<file path="config.mk">
export PLATFORM = sky130hd
export DESIGN_NAME = reg_op_sequencer
export DESIGN_NICKNAME = d
export VERILOG_FILES = /design/src/rtl/reg_op_sequencer.sv
export SDC_FILE = /design/constraint.sdc
export NUM_CORES = 1
export LEC_CHECK = 0
export CAP_MARGIN = 20
export CORE_AREA = 2 2 73 75
export DETAILED_ROUTE_END_ITERATION = 10
export DIE_AREA = 0 0 75 77
export GPL_ROUTABILITY_DRIVEN = 0
export MAX_ROUTING_LAYER = met4
export PLACE_DENSITY = 0.77
export SLEW_MARGIN = 10
export SYNTH_ARGS = -nofsm -noshare
export SYNTH_HDL_FRONTEND = slang
export SYNTH_SLANG_ARGS = --single-unit
</file>
<file path="constraint.sdc">
create_clock -name clk -period 3.2 [get_ports clk]
set_input_delay 0.96 -clock clk [delete_from_list [all_inputs] [get_ports clk]]
set_output_delay 0.96 -clock clk [all_outputs]
set_load 0.005 [all_outputs]
</file>
<file path="src/rtl/reg_op_sequencer.sv">
// ============================================================================
// reg_op_sequencer
// ----------------------------------------------------------------------------
// Initiator side of the register file read/write port. Accepts one
// register-to-register micro-op at a time (ADD, SUB, MOV, LDI) over a
// valid/ready handshake, reads its operands from the register file, computes
// the result and writes it back to the destination register.
//
// Ports:
//   clk, rst              clock; synchronous active-high reset
//   op_valid / op_ready   micro-op handshake (op_ready only in IDLE)
//   op_code               00 ADD, 01 SUB, 10 MOV, 11 LDI
//   op_dst/op_src0/op_src1/op_imm   micro-op fields
//   rf_rd_en, rf_rd0_addr, rf_rd1_addr   register file read request
//   rf_rd0_data, rf_rd1_data             read data, valid one cycle later
//   rf_wr_en, rf_wr_addr, rf_wr_data     register file write
//   done                  one-cycle pulse coincident with the write
//   result                last written value, held
//   ovf                   signed overflow of the last ADD/SUB, held
// ============================================================================
module reg_op_sequencer #(
    parameter int DATA_W = 9,
    parameter int ADDR_W = 2
) (
    input  logic              clk,
    input  logic              rst,
    input  logic              op_valid,
    output logic              op_ready,
    input  logic [1:0]        op_code,
    input  logic [ADDR_W-1:0] op_dst,
    input  logic [ADDR_W-1:0] op_src0,
    input  logic [ADDR_W-1:0] op_src1,
    input  logic [DATA_W-1:0] op_imm,
    output logic              rf_rd_en,
    output logic [ADDR_W-1:0] rf_rd0_addr,
    output logic [ADDR_W-1:0] rf_rd1_addr,
    input  logic [DATA_W-1:0] rf_rd0_data,
    input  logic [DATA_W-1:0] rf_rd1_data,
    output logic              rf_wr_en,
    output logic [ADDR_W-1:0] rf_wr_addr,
    output logic [DATA_W-1:0] rf_wr_data,
    output logic              done,
    output logic [DATA_W-1:0] result,
    output logic              ovf
);

    typedef enum logic [1:0] {
        S_IDLE  = 2'd0,
        S_READ  = 2'd1,
        S_EXEC  = 2'd2,
        S_WRITE = 2'd3
    } state_t;

    localparam logic [1:0] OP_ADD = 2'b00;
    localparam logic [1:0] OP_SUB = 2'b01;
    localparam logic [1:0] OP_MOV = 2'b10;
    localparam logic [1:0] OP_LDI = 2'b11;

    localparam int MSB = DATA_W - 1;

    state_t              state_q,    state_d;
    logic [1:0]          code_q,     code_d;
    logic [ADDR_W-1:0]   dst_q,      dst_d;
    logic [ADDR_W-1:0]   rd0_addr_q, rd0_addr_d;
    logic [ADDR_W-1:0]   rd1_addr_q, rd1_addr_d;
    logic [ADDR_W-1:0]   wr_addr_q,  wr_addr_d;
    logic [DATA_W-1:0]   wr_data_q,  wr_data_d;
    logic [DATA_W-1:0]   result_q,   result_d;
    logic                ovf_q,      ovf_d;

    // Operand arithmetic, wrap-around at DATA_W bits.
    logic [DATA_W-1:0] sum;
    logic [DATA_W-1:0] diff;
    assign sum  = rf_rd0_data + rf_rd1_data;
    assign diff = rf_rd0_data - rf_rd1_data;

    always_comb begin
        state_d    = state_q;
        code_d     = code_q;
        dst_d      = dst_q;
        rd0_addr_d = rd0_addr_q;
        rd1_addr_d = rd1_addr_q;
        wr_addr_d  = wr_addr_q;
        wr_data_d  = wr_data_q;
        result_d   = result_q;
        ovf_d      = ovf_q;

        case (state_q)
            S_IDLE: begin
                if (op_valid) begin
                    code_d = op_code;
                    dst_d  = op_dst;
                    if (op_code == OP_LDI) begin
                        // LDI skips the read: write port is set up directly.
                        wr_addr_d = op_dst;
                        wr_data_d = op_imm;
                        ovf_d     = 1'b0;
                        state_d   = S_WRITE;
                    end else begin
                        // Read addresses are loaded at accept so they are
                        // already on the port during READ.
                        rd0_addr_d = op_src0;
                        rd1_addr_d = (op_code == OP_MOV) ? op_src0 : op_src1;
                        state_d    = S_READ;
                    end
                end
            end
            S_READ: begin
                state_d = S_EXEC;
            end
            S_EXEC: begin
                wr_addr_d = dst_q;
                case (code_q)
                    OP_ADD: begin
                        wr_data_d = sum;
                        ovf_d = (rf_rd0_data[MSB] == rf_rd1_data[MSB]) &&
                                (sum[MSB] != rf_rd0_data[MSB]);
                    end
                    OP_SUB: begin
                        // Overflow only when operand signs differ (A - B).
                        wr_data_d = diff;
                        ovf_d = (rf_rd0_data[MSB] != rf_rd1_data[MSB]) &&
                                (diff[MSB] != rf_rd0_data[MSB]);
                    end
                    default: begin
                        wr_data_d = rf_rd0_data;
                        ovf_d     = 1'b0;
                    end
                endcase
                state_d = S_WRITE;
            end
            S_WRITE: begin
                result_d = wr_data_q;
                state_d  = S_IDLE;
            end
            default: begin
                state_d = S_IDLE;
            end
        endcase
    end

    always_ff @(posedge clk) begin
        if (rst) begin
            state_q    <= S_IDLE;
            code_q     <= '0;
            dst_q      <= '0;
            rd0_addr_q <= '0;
            rd1_addr_q <= '0;
            wr_addr_q  <= '0;
            wr_data_q  <= '0;
            result_q   <= '0;
            ovf_q      <= 1'b0;
        end else begin
            state_q    <= state_d;
            code_q     <= code_d;
            dst_q      <= dst_d;
            rd0_addr_q <= rd0_addr_d;
            rd1_addr_q <= rd1_addr_d;
            wr_addr_q  <= wr_addr_d;
            wr_data_q  <= wr_data_d;
            result_q   <= result_d;
            ovf_q      <= ovf_d;
        end
    end

    assign op_ready    = (state_q == S_IDLE);
    assign rf_rd_en    = (state_q == S_READ);
    assign rf_wr_en    = (state_q == S_WRITE);
    assign done        = (state_q == S_WRITE);
    assign rf_rd0_addr = rd0_addr_q;
    assign rf_rd1_addr = rd1_addr_q;
    assign rf_wr_addr  = wr_addr_q;
    assign rf_wr_data  = wr_data_q;
    assign result      = result_q;
    assign ovf         = ovf_q;

endmodule

</file>
==> flow_metrics.py, run 1 <==
metrics = {
    "synthesis": {
        "synth_adder_area_share_pct": 12.4,
        "ys_types": 52,
        "synthMuxAreaShare_pct": 9.49,
        "yosys.area_share.simple_pct": 21.7,
        "synth_warnings": 0,
        "syn_avg_cell_area_sq_um": 7.97,
        "synth_nets": 353,
        "synthFlopType": "dfxtp_1",
        "synth-compound-area-share_pct": 22.5,
        "ys_seq_area_share_pct": 26.6,
        "async_flop_share_pct": 0,
        "synth_seq_cells": 31,
        "synth-edff-count": 0,
        "synth-xor-area-share_pct": 0.750,
        "syn_inst": 293,
        "syn-cell-area_sq_um": 2330,
        "synth_top_family_by_area": "compound AO/OA/AOI/OAI gates",
    },
    "layout": {
        "final_area_sq_um": 3170,
        "multiInputGateArea_sq_um": 1560,
        "most-common-layout-cells": "clkdlybuf4s50_1 (66), nor2_1 (38), dfxtp_1 (31), nand2_1 (29), mux2i_1 (21)",
        "fillCellCount": 456,
        "ff_latch_area_sq_um": 621,
        "layout-drive-gt1-share_pct": 7.46,
        "antenna_cells": 0,
        "layout_commonest_cell": "clkdlybuf4s50_1",
        "syn2layout_area_growth_pct": 35.9,
        "fin_nets": 421,
    },
    "power": {
        "power_density_nw_per_um2": 503,
        "power_switching_mw": 0.576,
        "switching_share_pct": 36.1,
        "ir_drop_mv": 0.375,
        "p_int_mw": 1.02,
        "p_leak_nw": 1.25,
        "power_frac_seq_pct": 33.2,
        "power_frac_comb_pct": 48.8,
        "clkPwrFrac_pct": 18.0,
    },
    "timing": {
        "worstMarginPinSlew_ns": 0.656,
        "max_freq_mhz": 323,
        "drv_slew": 0,
        "rsz0062_at_grt": "false",
        "finClkSkew_ns": 0.00448,
        "timing.final.crit_share_pct": 96.8,
        "setup_viol": 0,
        "min_period_ns": 3.10,
        "hold_viol": 0,
        "slew_headroom_pct": 56.2,
        "setup_tns_ns": 0,
    },
    "floorplanning": {
        "die_w_um": 75,
        "num_io_pins": 67,
        "start_util_pct": 46.9,
        "num_rows": 26,
        "die_area_sq_um": 5780,
        "core_sq_um": 4980,
        "dieHeight_um": 77,
    },
    "clock_tree": {
        "cts_setup_buffers": 0,
        "cts_root_buf": "clkbuf_8",
        "clk_pin_slew_worst_paths_ns": 0.06,
        "tritoncts": "done",
        "clkLatencyLatePin_ns": 0.28,
        "cts_hold_buf": 0,
        "clk_path_buf_depth": 2,
        "cts_max_level": 2,
        "numCtsBuffers": 5,
        "cts_sinks": 31,
        "cts_resized": 0,
    },
    "routing": {
        "postRouteAntennaNets": 0,
        "drt-total-wl_um": 5620,
        "drt_iter0_drc": 102,
        "m1WireLength_um": 2730,
        "routed_via_density": 5.22,
        "route.met3.wl_um": 233,
        "drtPass1Iterations": 4,
        "vias": 2254,
        "wl_per_cell_um": 13.0,
        "drc": 0,
        "dr.max_layer_used": "met4",
        "wl_met2_um": 2600,
    },
    "global_route": {
        "grt_pass1_vias": 2070,
        "grt_usage_pct": 20.4,
        "antenna_found_initial": 0,
        "grt_pass1_wl_um": 9150,
        "grt_start_max_net_pins": 22,
        "overflow": 0,
    },
    "setup_path": {
        "worst-setup-path-type": "input port to register",
        "r2r_end": "rf_wr_data[7]$_SDFFE_PP0P_",
        "required_ns": 3.37,
        "ff2ff_setup_slack_ns": 1.13,
        "start_kind": "input port",
        "r2r.worst_path.cells": 5,
        "worstPathArrival_ns": 3.27,
        "cp_max_fo": 3,
        "rr_startpoint": "code_q[0]$_SDFFE_PP0P_",
        "cp-end-kind": "register",
    },
    "flow_run": {
        "cap_violations": 0,
    },
    "status": {
        "status": "complete, no violations",
    },
    "hold_path": {
        "hold_class": "register to register",
        "min_to": "dst_q[0]$_SDFFE_PP0P_",
        "min_path_cells": 2,
        "hp-start": "dst_q[0]$_SDFFE_PP0P_",
    },
    "placed_design": {
        "post_dp_cell_area_sq_um": 3090,
        "dpl.hpwl_um": 4420,
        "io_buffers": 66,
    },
}
## layout make-up
type | count | share of cell area, %
clock buffer | 7 | 2.41
sequential | 31 | 19.6
tap | 70 | 2.76
multi-input combinational | 226 | 49.2
clock inverter | 1 | 0.158
inverter | 19 | 2.25
timing repair buffer | 78 | 23.7
## cells in the mapped netlist (4+ instances only)
cell	n	area [sq um]
nand2b_1	6	37.5
dfxtp_1	31	621
nor3_1	4	20.0
a211oi_1	7	52.6
buf_1	4	15.0
o211ai_1	6	45.0
inv_1	18	67.6
ha_1	20	250
o21ai_0	13	65.1
nor2_1	38	143
or3_1	4	25.0
o21a_1	5	37.5
nor2b_1	8	50.1
mux2i_1	21	210
a21oi_1	17	85.1
nand2_1	29	109
clkbuf_1	7	26.3
nand3_1	5	25.0
## per-stage QoR
step	hold slack [ns]	setup slack [ns]	power, mW	std cells	utilization [%]
after floorplan	0.436	0.414	0.996	293	-
after global placement	0.443	-0.143	1.30	424	62.1
after detailed placement	0.452	-0.180	1.32	424	62.1
after CTS	0.461	0.110	1.61	432	63.7
after global routing	0.472	0.00392	1.72	432	63.7
final	0.459	0.101	1.60	432	63.7
## power groups by stage
stage | Sequential, mW | Combinational (mW) | Clock (mW)
after global placement | 0.537 | 0.766 | 0
final | 0.531 | 0.779 | 0.287
after floorplan | 0.527 | 0.469 | 0
after global routing | 0.544 | 0.863 | 0.312
after detailed placement | 0.540 | 0.778 | 0
after CTS | 0.532 | 0.782 | 0.297
## cells by family (layout without fill, tap and decap cells)
| family | count (synthesis) | in the layout |
|---|---|---|
| simple gates | 106 | 106 |
| compound gates | 74 | 74 |
| buf+inv | 36 | 105 |
| flops | 31 | 31 |
| fa+ha+maj | 22 | 22 |
| mux | 22 | 22 |
| xor+xnor | 2 | 2 |
## worst max-delay path, cell delays in order
cell	delay (ns)
clkdlybuf4s50_1	0.46
inv_1	0.08
ha_1	0.16
inv_1	0.05
fa_1	0.40
a211o_1	0.29
o211ai_2	0.09
a32oi_2	0.14
mux2i_1	0.13
mux2_2	0.27
a32o_1	0.24
## worst max path at each step
stage	start	to	slack, ns	depth (start not counted)
floorplan	rf_rd0_data[0]	ovf$_SDFFE_PP0P_	0.41	10
global placement	rf_rd0_data[0]	ovf$_SDFFE_PP0P_	-0.14	11
detailed placement	rf_rd0_data[0]	ovf$_SDFFE_PP0P_	-0.18	11
CTS	rf_rd0_data[0]	ovf$_SDFFE_PP0P_	0.11	11
global route	rf_rd0_data[0]	ovf$_SDFFE_PP0P_	0.004	11
finish	rf_rd0_data[0]	ovf$_SDFFE_PP0P_	0.10	11
## per-layer routing
layer / GRT usage (%) / vias up
li1: - / 1164
met1: 26.1 / 1034
met2: 32.2 / 52
met3: 4.20 / 4
met4: 5.71 / 0
met5: - / -
## registers in the layout, indices dropped and copies added (netlist names)
| name | flops |
|---|---|
| result | 9 |
| rf_wr_data | 9 |
| code_q | 2 |
| dst_q | 2 |
| rf_rd0_addr | 2 |
| rf_rd1_addr | 2 |
| rf_wr_addr | 2 |
| state_q | 2 |
| ovf | 1 |
(Power assumes the default switching activity.)
==> inputs of run 2 (changes only) <==
SETUP_SLACK_MARGIN = 0.2   (was unset)
==> flow_metrics.py, run 2 (synthesis results as in run 1) <==
metrics = {
    "timing": {
        "worstMarginPinSlew_ns": 0.648,
        "finClkSkew_ns": 0.00418,
        "timing.final.crit_share_pct": 89.9,
        "drv_slew": 0,
        "min_period_ns": 2.88,
        "rsz0062_at_grt": "false",
        "slew_headroom_pct": 56.7,
        "hold_viol": 0,
        "setup_viol": 0,
        "max_freq_mhz": 348,
    },
    "setup_path": {
        "rr_startpoint": "code_q[0]$_SDFFE_PP0P_",
        "required_ns": 3.37,
        "cp-end-kind": "register",
        "worstPathArrival_ns": 3.04,
        "r2r.worst_path.cells": 5,
        "cp_max_fo": 2,
        "r2r_end": "rf_wr_data[7]$_SDFFE_PP0P_",
        "ff2ff_setup_slack_ns": 1.12,
        "worst-setup-path-type": "input port to register",
        "start_kind": "input port",
    },
    "placed_design": {
        "io_buffers": 66,
        "dpl.hpwl_um": 4420,
    },
    "floorplanning": {
        "dieHeight_um": 77,
        "die_w_um": 75,
        "core_sq_um": 4980,
        "num_io_pins": 67,
        "die_area_sq_um": 5780,
        "num_rows": 26,
        "start_util_pct": 46.9,
    },
    "layout": {
        "fin_util_pct": 64.2,
        "fin_nets": 421,
        "layout_commonest_cell": "clkdlybuf4s50_1",
        "antenna_cells": 0,
        "syn2layout_area_growth_pct": 36.8,
        "layout-drive-gt1-share_pct": 8.56,
        "most-common-layout-cells": "clkdlybuf4s50_1 (63), nor2_1 (38), dfxtp_1 (31), nand2_1 (29), mux2i_1 (21)",
    },
    "clock_tree": {
        "clkLatencyLatePin_ns": 0.28,
        "tritoncts": "done",
        "cts_root_buf": "clkbuf_8",
        "clk_path_buf_depth": 2,
        "cts_setup_buffers": 0,
        "numCtsBuffers": 5,
        "clk_pin_slew_worst_paths_ns": 0.06,
        "cts_sinks": 31,
        "cts_max_level": 2,
    },
    "flow_run": {
        "cap_violations": 0,
    },
    "hold_path": {
        "min_path_cells": 2,
        "hp-start": "dst_q[0]$_SDFFE_PP0P_",
        "min_to": "dst_q[0]$_SDFFE_PP0P_",
        "hold_class": "register to register",
    },
    "power": {
        "power_density_nw_per_um2": 502,
        "p_total_mw": 1.60,
        "ir_drop_mv": 0.375,
        "p_leak_nw": 1.28,
    },
    "routing": {
        "drt_iter0_drc": 98,
        "wl_per_cell_um": 13.2,
        "routed_via_density": 5.24,
        "vias": 2264,
        "postRouteAntennaNets": 0,
        "drc": 0,
        "drt-total-wl_um": 5690,
        "drtPass1Iterations": 5,
    },
    "global_route": {
        "grt_usage_pct": 20.5,
        "grt_start_max_net_pins": 22,
        "overflow": 0,
        "antenna_found_initial": 0,
        "grt_pass1_vias": 2083,
        "grt_pass1_wl_um": 9180,
    },
    "status": {
        "status": "complete, no violations",
    },
}
-- run 2: final cells by class --
class	instances	area, sq um
Fill cell	453	1780
Multi-Input combinational cell	226	1580
Timing Repair Buffer	78	754
Sequential cell	31	621
Tap cell	70	87.6
Clock buffer	7	76.3
Inverter	19	71.3
Clock inverter	1	5.00
-- run 2: how the worst max path moves through the flow --
stage / from / end / slack [ns]
6_report: rf_rd1_data[1] / ovf$_SDFFE_PP0P_ / 0.32
5_1_grt: rf_rd1_data[1] / ovf$_SDFFE_PP0P_ / 0.26
4_1_cts: rf_rd1_data[0] / ovf$_SDFFE_PP0P_ / 0.21
3_5_place_dp: rf_rd0_data[0] / ovf$_SDFFE_PP0P_ / -0.18
3_3_place_gp: rf_rd0_data[0] / ovf$_SDFFE_PP0P_ / -0.14
2_1_floorplan: rf_rd0_data[0] / ovf$_SDFFE_PP0P_ / 0.41
-- run 2: power by group --
part	switching, mW	internal (mW)
Combinational	0.380	0.407
Sequential	0.0656	0.465
Clock	0.135	0.152
Total	0.580	1.02
-- run 2: per-layer routing --
layer | vias to the layer above | track usage (%) | routed length, um
li1 | 1166 | - | -
met1 | 1030 | 26.0 | 2700
met2 | 64 | 32.5 | 2630
met3 | 4 | 4.20 | 311
met4 | 0 | 5.71 | 48
met5 | - | - | 0
-- run 2: timing repair --
action / 4_1_cts / 5_1_grt
pin swaps: 1 / 2
endpoints found under the hold margin: 0 / 0
resized for setup: 2 / 7
hold buffers: 0 / 0
endpoints found under the setup margin: 3 / 5
-- run 2: worst max-delay path: stages --
cell             delay, ns
clkdlybuf4s50_1       0.42
buf_4                 0.15
fa_1                  0.40
nor2b_1               0.16
o21a_1                0.22
o22ai_4               0.15
mux2i_1               0.09
mux2_2                0.26
a32o_1                0.24
-- run 2: through the flow --
step / hold WS (ns) / cell area [sq um] / setup WS (ns) / TNS, ns / std cells
after detailed placement: 0.452 / 3090 / -0.180 / -0.377 / 424
after global routing: 0.472 / 3190 / 0.262 / 0 / 432
after CTS: 0.461 / 3170 / 0.208 / 0 / 432
final: 0.459 / 3190 / 0.323 / 0 / 432
after floorplan: 0.436 / 2330 / 0.414 / 0 / 293
after global placement: 0.443 / 3090 / -0.143 / -0.244 / 424
